===== src/rtl/axil_pkg.sv =====
// Shared types and constants for the AXI4-Lite configuration master.
package axil_pkg;

  localparam int AXIL_DATA_WIDTH = 32;

  localparam logic [1:0] RESP_OKAY   = 2'b00;
  localparam logic [1:0] RESP_SLVERR = 2'b10;

  typedef enum logic [1:0] {
    IDLE,
    WRITE,
    READ,
    RESP
  } state_e;

endpackage


===== src/rtl/axil_timeout_cnt.sv =====
// Watchdog counter: clears on clr, counts while en, flags expired at LIMIT-1 and holds there.
module axil_timeout_cnt #(
  parameter int unsigned LIMIT = 1024
) (
  input  logic S_AXI_ACLK,
  input  logic Local_Reset,
  input  logic clr,
  input  logic en,
  output logic expired
);

  localparam int CNT_W = $clog2(LIMIT) + 1;

  logic [CNT_W-1:0] cnt;

  assign expired = (cnt == CNT_W'(LIMIT - 1));

  // NOTE: state registers use non-blocking assignments and an asynchronous reset,
  // so every flop clears the moment Local_Reset rises, independent of the clock.
  always_ff @(posedge S_AXI_ACLK or posedge Local_Reset) begin
    if (Local_Reset) begin
      cnt <= '0;
    end else if (clr) begin
      cnt <= '0;
    end else if (en && !expired) begin
      cnt <= cnt + 1'b1;
    end
  end

endmodule


===== src/rtl/axil_cfg_master.sv =====
// AXI4-Lite single-outstanding initiator driven by a cmd/rsp valid-ready port.
// Define AXIL_MASTER_TIMEOUT_EN to enable the transaction watchdog.
module axil_cfg_master
  import axil_pkg::*;
#(
  parameter int          C_M_AXI_DATA_WIDTH = AXIL_DATA_WIDTH,
  parameter int          C_M_AXI_ADDR_WIDTH = 9,
  parameter int unsigned TIMEOUT_CYCLES     = 1024
) (
  input  logic                            S_AXI_ACLK,
  input  logic                            Local_Reset,
  input  logic                            cmd_valid,
  output logic                            cmd_ready,
  input  logic                            cmd_write,
  input  logic [C_M_AXI_ADDR_WIDTH-1:0]   cmd_addr,
  input  logic [C_M_AXI_DATA_WIDTH-1:0]   cmd_wdata,
  input  logic [C_M_AXI_DATA_WIDTH/8-1:0] cmd_wstrb,
  output logic                            rsp_valid,
  input  logic                            rsp_ready,
  output logic [C_M_AXI_DATA_WIDTH-1:0]   rsp_rdata,
  output logic [1:0]                      rsp_resp,
  output logic                            rsp_timeout,
  output logic                            busy,
  output logic [C_M_AXI_ADDR_WIDTH-1:0]   M_AXI_AWADDR,
  output logic                            M_AXI_AWVALID,
  input  logic                            M_AXI_AWREADY,
  output logic [C_M_AXI_DATA_WIDTH-1:0]   M_AXI_WDATA,
  output logic [C_M_AXI_DATA_WIDTH/8-1:0] M_AXI_WSTRB,
  output logic                            M_AXI_WVALID,
  input  logic                            M_AXI_WREADY,
  input  logic [1:0]                      M_AXI_BRESP,
  input  logic                            M_AXI_BVALID,
  output logic                            M_AXI_BREADY,
  output logic [C_M_AXI_ADDR_WIDTH-1:0]   M_AXI_ARADDR,
  output logic                            M_AXI_ARVALID,
  input  logic                            M_AXI_ARREADY,
  input  logic [C_M_AXI_DATA_WIDTH-1:0]   M_AXI_RDATA,
  input  logic [1:0]                      M_AXI_RRESP,
  input  logic                            M_AXI_RVALID,
  output logic                            M_AXI_RREADY
);

  state_e state;
  logic   aw_done, w_done, ar_done;
  logic   aw_hs, w_hs, b_hs, ar_hs, r_hs;
  logic   tmo_expired;

  assign cmd_ready = (state == IDLE);
  assign busy      = (state != IDLE);

  assign aw_hs = M_AXI_AWVALID & M_AXI_AWREADY;
  assign w_hs  = M_AXI_WVALID  & M_AXI_WREADY;
  assign b_hs  = M_AXI_BREADY  & M_AXI_BVALID;
  assign ar_hs = M_AXI_ARVALID & M_AXI_ARREADY;
  assign r_hs  = M_AXI_RREADY  & M_AXI_RVALID;

`ifdef AXIL_MASTER_TIMEOUT_EN
  logic tmo_clr, tmo_en;

  assign tmo_clr = (state == IDLE) && cmd_valid;
  assign tmo_en  = (state == WRITE) || (state == READ);

  axil_timeout_cnt #(
    .LIMIT (TIMEOUT_CYCLES)
  ) u_timeout_cnt (
    .S_AXI_ACLK  (S_AXI_ACLK),
    .Local_Reset (Local_Reset),
    .clr         (tmo_clr),
    .en          (tmo_en),
    .expired     (tmo_expired)
  );
`else
  assign tmo_expired = 1'b0;
`endif

  always_ff @(posedge S_AXI_ACLK or posedge Local_Reset) begin
    if (Local_Reset) begin
      state         <= IDLE;
      aw_done       <= 1'b0;
      w_done        <= 1'b0;
      ar_done       <= 1'b0;
      M_AXI_AWADDR  <= '0;
      M_AXI_AWVALID <= 1'b0;
      M_AXI_WDATA   <= '0;
      M_AXI_WSTRB   <= '0;
      M_AXI_WVALID  <= 1'b0;
      M_AXI_BREADY  <= 1'b0;
      M_AXI_ARADDR  <= '0;
      M_AXI_ARVALID <= 1'b0;
      M_AXI_RREADY  <= 1'b0;
      rsp_valid     <= 1'b0;
      rsp_rdata     <= '0;
      rsp_resp      <= RESP_OKAY;
      rsp_timeout   <= 1'b0;
    end else begin
      case (state)
        IDLE: begin
          if (cmd_valid) begin
            if (cmd_write) begin
              M_AXI_AWADDR  <= cmd_addr;
              M_AXI_WDATA   <= cmd_wdata;
              M_AXI_WSTRB   <= cmd_wstrb;
              M_AXI_AWVALID <= 1'b1;
              M_AXI_WVALID  <= 1'b1;
              M_AXI_BREADY  <= 1'b1;
              state         <= WRITE;
            end else begin
              M_AXI_ARADDR  <= cmd_addr;
              M_AXI_ARVALID <= 1'b1;
              M_AXI_RREADY  <= 1'b1;
              state         <= READ;
            end
          end
        end

        WRITE: begin
          if (aw_hs) begin
            M_AXI_AWVALID <= 1'b0;
            aw_done       <= 1'b1;
          end
          if (w_hs) begin
            M_AXI_WVALID <= 1'b0;
            w_done       <= 1'b1;
          end
          // A B beat only counts once both address and data have been taken.
          if (b_hs && (aw_done || aw_hs) && (w_done || w_hs)) begin
            M_AXI_BREADY <= 1'b0;
            aw_done      <= 1'b0;
            w_done       <= 1'b0;
            rsp_resp     <= M_AXI_BRESP;
            rsp_rdata    <= '0;
            rsp_timeout  <= 1'b0;
            rsp_valid    <= 1'b1;
            state        <= RESP;
          end else if (tmo_expired) begin
            M_AXI_AWVALID <= 1'b0;
            M_AXI_WVALID  <= 1'b0;
            M_AXI_BREADY  <= 1'b0;
            aw_done       <= 1'b0;
            w_done        <= 1'b0;
            rsp_resp      <= RESP_SLVERR;
            rsp_rdata     <= '0;
            rsp_timeout   <= 1'b1;
            rsp_valid     <= 1'b1;
            state         <= RESP;
          end
        end

        READ: begin
          if (ar_hs) begin
            M_AXI_ARVALID <= 1'b0;
            ar_done       <= 1'b1;
          end
          if (r_hs && (ar_done || ar_hs)) begin
            M_AXI_RREADY <= 1'b0;
            ar_done      <= 1'b0;
            rsp_resp     <= M_AXI_RRESP;
            rsp_rdata    <= M_AXI_RDATA;
            rsp_timeout  <= 1'b0;
            rsp_valid    <= 1'b1;
            state        <= RESP;
          end else if (tmo_expired) begin
            M_AXI_ARVALID <= 1'b0;
            M_AXI_RREADY  <= 1'b0;
            ar_done       <= 1'b0;
            rsp_resp      <= RESP_SLVERR;
            rsp_rdata     <= '0;
            rsp_timeout   <= 1'b1;
            rsp_valid     <= 1'b1;
            state         <= RESP;
          end
        end

        RESP: begin
          if (rsp_ready) begin
            rsp_valid <= 1'b0;
            state     <= IDLE;
          end
        end

        default: state <= IDLE;
      endcase
    end
  end

endmodule


===== config.mk =====
export PLATFORM = sky130hd
export DESIGN_NAME = axil_cfg_master
export DESIGN_NICKNAME = d
export VERILOG_FILES = /design/src/rtl/axil_pkg.sv /design/src/rtl/axil_timeout_cnt.sv /design/src/rtl/axil_cfg_master.sv
export SDC_FILE = /design/constraint.sdc
export NUM_CORES = 1
export LEC_CHECK = 0
export CORE_MARGIN = 8
export CORE_UTILIZATION = 44
export DETAILED_ROUTE_END_ITERATION = 16
export PLACE_DENSITY = 0.89
export SYNTH_ARGS = -nofsm -noshare
export SYNTH_HDL_FRONTEND = slang
export SYNTH_SLANG_ARGS = --single-unit

===== constraint.sdc =====
create_clock -name S_AXI_ACLK -period 6 [get_ports S_AXI_ACLK]
set_input_delay 0.9 -clock S_AXI_ACLK [delete_from_list [all_inputs] [get_ports S_AXI_ACLK]]
set_output_delay 0.9 -clock S_AXI_ACLK [all_outputs]
set_load 0.01 [all_outputs]

# --- Yosys cells after proc, flatten, opt, wreduce, memory -nomap -nowiden ---
# Index checks and enable logic that the tools add are counted.
# W data, S select, Z words.
word_totals:
  regBits: 100
  out_inout_bits: 97
op_classes:
  n_eq_ne: 12
  mux: 37
  bitwise_logic: 6
  reduce_logical: 28
op_table:
  columns: ["cell", "count"]
  rows:
  - ["$mux W32", 2]
  - ["$pmux W32 S2", 1]
  - ["$reduce_and A4 Y1", 7]
  - ["$mux W1", 18]
  - ["$ne A2 B2 Y1 const B", 8]
  - ["$mux W2", 7]
  - ["$reduce_bool A2 Y1", 7]
  - ["$pmux W1 S2", 6]
  - ["$reduce_and A3 Y1", 3]
  - ["$pmux W2 S4", 1]
  - ["$reduce_and A2 Y1", 3]
  - ["$and A1 B1 Y1", 5]
  - ["$eq A2 B2 Y1 const B", 2]
  - ["$pmux W2 S2", 1]
  - ["$logic_and A1 B1 Y1", 3]
  - ["$logic_or A1 B1 Y1", 3]
  - ["$pmux W1 S3", 1]
  - ["$reduce_bool A3 Y1", 1]
  - ["$eq A2 B1 Y1 const B", 1]
  - ["$logic_not A2 Y1", 1]
  - ["$ne A2 B1 Y1 const B", 1]
  - ["$not A1 Y1", 1]

# --- Depth between registers and ports, before layout ---
logic_depth:
  word_depth: 6
  depth_mapped: 8
  depth_no_buf: 6

# --- Least setup slack after synthesis ---
# No wires, ideal clock.
synth_path:
  kind: "input -> register"
  startpoint: "input M_AXI_AWREADY"
  endpoint: "register rsp_rdata[0]"
  t_arrival_ps: 1866
  t_required_ps: 5879
  slack_ps: 4013
  cell_stages: 6
  path_buffers: 2
  cell_sequence: "a21oi_2 -> o31ai_2 -> and3_1 -> buf_4 -> buf_6 -> a22o_1"
synth_between:
  elab_chain_cells: 6
synth_lines:
  columns: ["item", "line", "source"]
  rows:
  - ["start: declaration", "axil_cfg_master.sv:26", "input logic M_AXI_AWREADY,"]
  - ["$and A1 B1 Y1", "axil_cfg_master.sv:51", "assign aw_hs = M_AXI_AWVALID & M_AXI_AWREADY;"]
  - ["$logic_or A1 B1 Y1", "axil_cfg_master.sv:126", "if (b_hs && (aw_done || aw_hs) && (w_done || w_hs)) begin"]
  - ["$logic_and A1 B1 Y1 (2 in series)", "axil_cfg_master.sv:126", null]
  - ["$ne A2 B2 Y1 (no line)", null, null]
  - ["$reduce_and A3 Y1 (no line)", null, null]
  - ["end signal: assignment", "axil_cfg_master.sv:131", "rsp_rdata <= '0;"]
  - ["end signal: assignment", "axil_cfg_master.sv:142", "rsp_rdata <= '0;"]
  - ["end signal: assignment", "axil_cfg_master.sv:158", "rsp_rdata <= M_AXI_RDATA;"]
  - ["end: declaration", "axil_cfg_master.sv:20", "output logic [C_M_AXI_DATA_WIDTH-1:0] rsp_rdata,"]
# Every way passes these cells.
# A chain may end at the register's enable or synchronous reset.

# --- Worst setup path in the final report ---
layout_path:
  startpoint: "input M_AXI_AWREADY"
  endpoint: "register rsp_rdata[6]"
# Same word-level chain as after synthesis.

==> results.txt <==
Outcome: finished, final reports clean
Clock-pin slew on the worst setup and hold paths: 0.09 ns
Crit start category: input pin
Crit path kind: in2reg
Cts hold-fix bufs: 0
Gp weighted congestion: 0.823
Die Footprint: 12300 sq um
Dpl hpwl: 9.04 mm
Fmax: 346 MHz
Final Util: 0.694
Share of cells above drive strength 1: 0.0661
CTS tree: yes
Cell at the root of the clock tree: clkbuf_8
FF+latch count, synth: 99
Sequential fraction of the synthesis area: 0.625
Syn_nets: 458
Final setup violation count: 0
Top cell type's share of synthesized area: 0.625
Mapped cell area: 3960 sq um
H-Tree Depth: 3
Setup TNS: 0 ns
Drt wl/cell: 18.1 microns
Mapped Cells: 362
Post-synth top area cell: dfrtp_1
Worst Path Max Fanout: 32
Critical-path cell list: clkdlybuf4s50_1 > a21oi_2 > o31ai_2 > and3_1 > a22o_1
Synth warn: 0
Core area: 8720 sq um
Crit. End Element: register
Vias in the first global route: 3486
Setup Buffers After CTS: 0
Slew headroom: 0.230
Total GRT Usage: 0.189
Post-CTS sizing: 0
Syn Area/Cell: 10.9 sq um
Pwr dens: 536 nW/um^2
VDD IR max: 0.000252 V
Leak: 2.78 nW
Vias per std cell: 5.08
Largest net degree at the start of global routing: 53
Synth top area cells: dfrtp_1, nand2_1, a22o_1
Worst Hold Class: reg2reg
Initial antenna violation count: 0
Final Max Tran Viols: 0
Cells on Worst Hold Path: 2
Max Cap Viol: 0
P&R area growth vs syn: 52.7%
I/O Buffers: 186
First-pass GRT wire length: 18.9 mm
Die X: 111 microns
Crit path time final: 2.89 ns
Vias: 3318
CTS Sinks: 99
Layout Nets: 636
Skew final: 0.00967 ns
Io pins: 188
Inserted Clock Buffers: 9
Row Count: 34
Synth cell types: 36
Iter 0 DRT Violations: 129
Worst reg2reg path depth: 6
Critical Path Slowest Stage Cell: and3_1
Fin crit share: 0.482
Grt ovf: 0
Longest Clk Path Bufs: 2
Hold slack: 0.480 ns
Peak per-stage delay on the critical path: 0.99 ns
RSZ-0062 raised after global routing: false
ANT cells: 0
Tightest Pin Transition: 1.16 ns
Starting Density: 0.454
DRC: 0
Tot Pwr: 3.24 mW
Critical Path RT: 6.28 ns
Clk_lat worst skew: 0.35 ns
CP arrival: 3.17 ns
WL final: 11.8 mm
Final Hold Fails: 0
First-pass DRT Iterations: 4
Detail Route Antenna Nets: 0
Die height: 111 microns
[synthesized netlist by cell type]
cell / count
nand2_1: 143
dfrtp_1: 99
a22o_1: 32
mux2_2: 11
clkbuf_1: 9
buf_6: 6
inv_1: 6
nor2_1: 6
ha_1: 5
a31oi_1: 4
buf_2: 4
o21ai_0: 3
o2bb2ai_1: 3
a21oi_1: 2
a21oi_2: 2
and3_1: 2
buf_4: 2
mux2_1: 2
mux2i_1: 2
nand3b_1: 2
nor2b_1: 2
a211o_1: 1
a21boi_0: 1
a32o_1: 1
and3b_1: 1
conb_1: 1
inv_2: 1
nand3_1: 1
nand4b_1: 1
nor3_1: 1
nor4_4: 1
o21ai_1: 1
o21ai_2: 1
o21bai_1: 1
o22ai_1: 1
o31ai_2: 1
[placed cells by master (no fill, tap or decap), drive strengths merged, types with 4 or more instances in the layout]
cell type / netlist / layout
a22o: 32 / 32
inv: 7 / 7
a31oi: 4 / 4
o21ai: 5 / 5
clkbuf: 9 / 13
nand2: 143 / 143
clkdlybuf4s50: 0 / 186
dfrtp: 99 / 99
ha: 5 / 5
a21oi: 4 / 4
mux2: 13 / 13
nor2: 6 / 6
[worst paths after layout]
kind	from	end	slack, ns
setup / recovery	M_AXI_AWREADY	rsp_rdata[6]$_DFFE_PP0P_	3.11
hold / removal	M_AXI_WSTRB[3]$_DFFE_PP0P_	M_AXI_WSTRB[3]$_DFFE_PP0P_	0.48
setup reg to reg	state[0]$_DFFE_PP0P_	M_AXI_BREADY$_DFFE_PP0P_	3.37
hold reg to reg	M_AXI_WSTRB[3]$_DFFE_PP0P_	M_AXI_WSTRB[3]$_DFFE_PP0P_	0.48
max in group asynchronous	Local_Reset	w_done$_DFFE_PP0P_	3.92
min in group asynchronous	Local_Reset	M_AXI_WDATA[23]$_DFFE_PP0P_	0.98
[power by group]
| group | total [mW] | internal, mW | switching (mW) |
|---|---|---|---|
| logic | 1.60 | 0.885 | 0.720 |
| clock network | 0.438 | 0.217 | 0.221 |
| registers | 1.20 | 1.00 | 0.198 |
[cell families (layout without fill, tap and decap cells)]
logic type	after synthesis	count (layout)	synth area share
flops	99	99	0.625
other cells	1	1	0.000947
compound gates	54	54	0.111
fa+ha+maj	5	5	0.0158
mux	15	15	0.0420
buf+inv	28	211	0.0411
simple gates	160	160	0.164
[critical path, delay by kind of cell]
| kind | cells | cell delay, ns |
|---|---|---|
| simple gates | 1 | 0.99 |
| compound gates | 3 | 0.74 |
| buf+inv | 1 | 0.53 |
[layout make-up]
type	instances	area [sq um]
Multi-Input combinational cell	235	1330
Sequential cell	99	2480
Tap cell	108	135
Clock buffer	13	159
Clock inverter	3	46.3
Timing Repair Buffer	188	1880
Fill cell	657	2670
Inverter	7	28.8
[state kept, by name (all words and copies together), names as in the netlist, 2 cells and up]
| register | flops |
|---|---|
| rsp_rdata | 32 |
| M_AXI_AWADDR | 9 |
| M_AXI_WDATA | 32 |
| state | 2 |
| rsp_resp | 2 |
| M_AXI_ARADDR | 9 |
| M_AXI_WSTRB | 4 |
[layer usage]
metal	vias up	routed length [microns]	track usage
li1	1551	-	-
met1	1614	4740	0.221
met2	149	5750	0.313
met3	4	1250	0.0898
met4	0	72	0.0297
met5	-	0	0
[metrics by stage]
step                      area (sq um)  std cells  worst slack, ns
after CTS                         6050        653             3.14
final                             6050        653             3.11
after global placement            5850        637             2.90
after global routing              6050        653             2.96
after detailed placement          5850        637             2.77
after floorplan                   3960        362             2.51
Note: power is estimated with default switching activity, not from simulation.
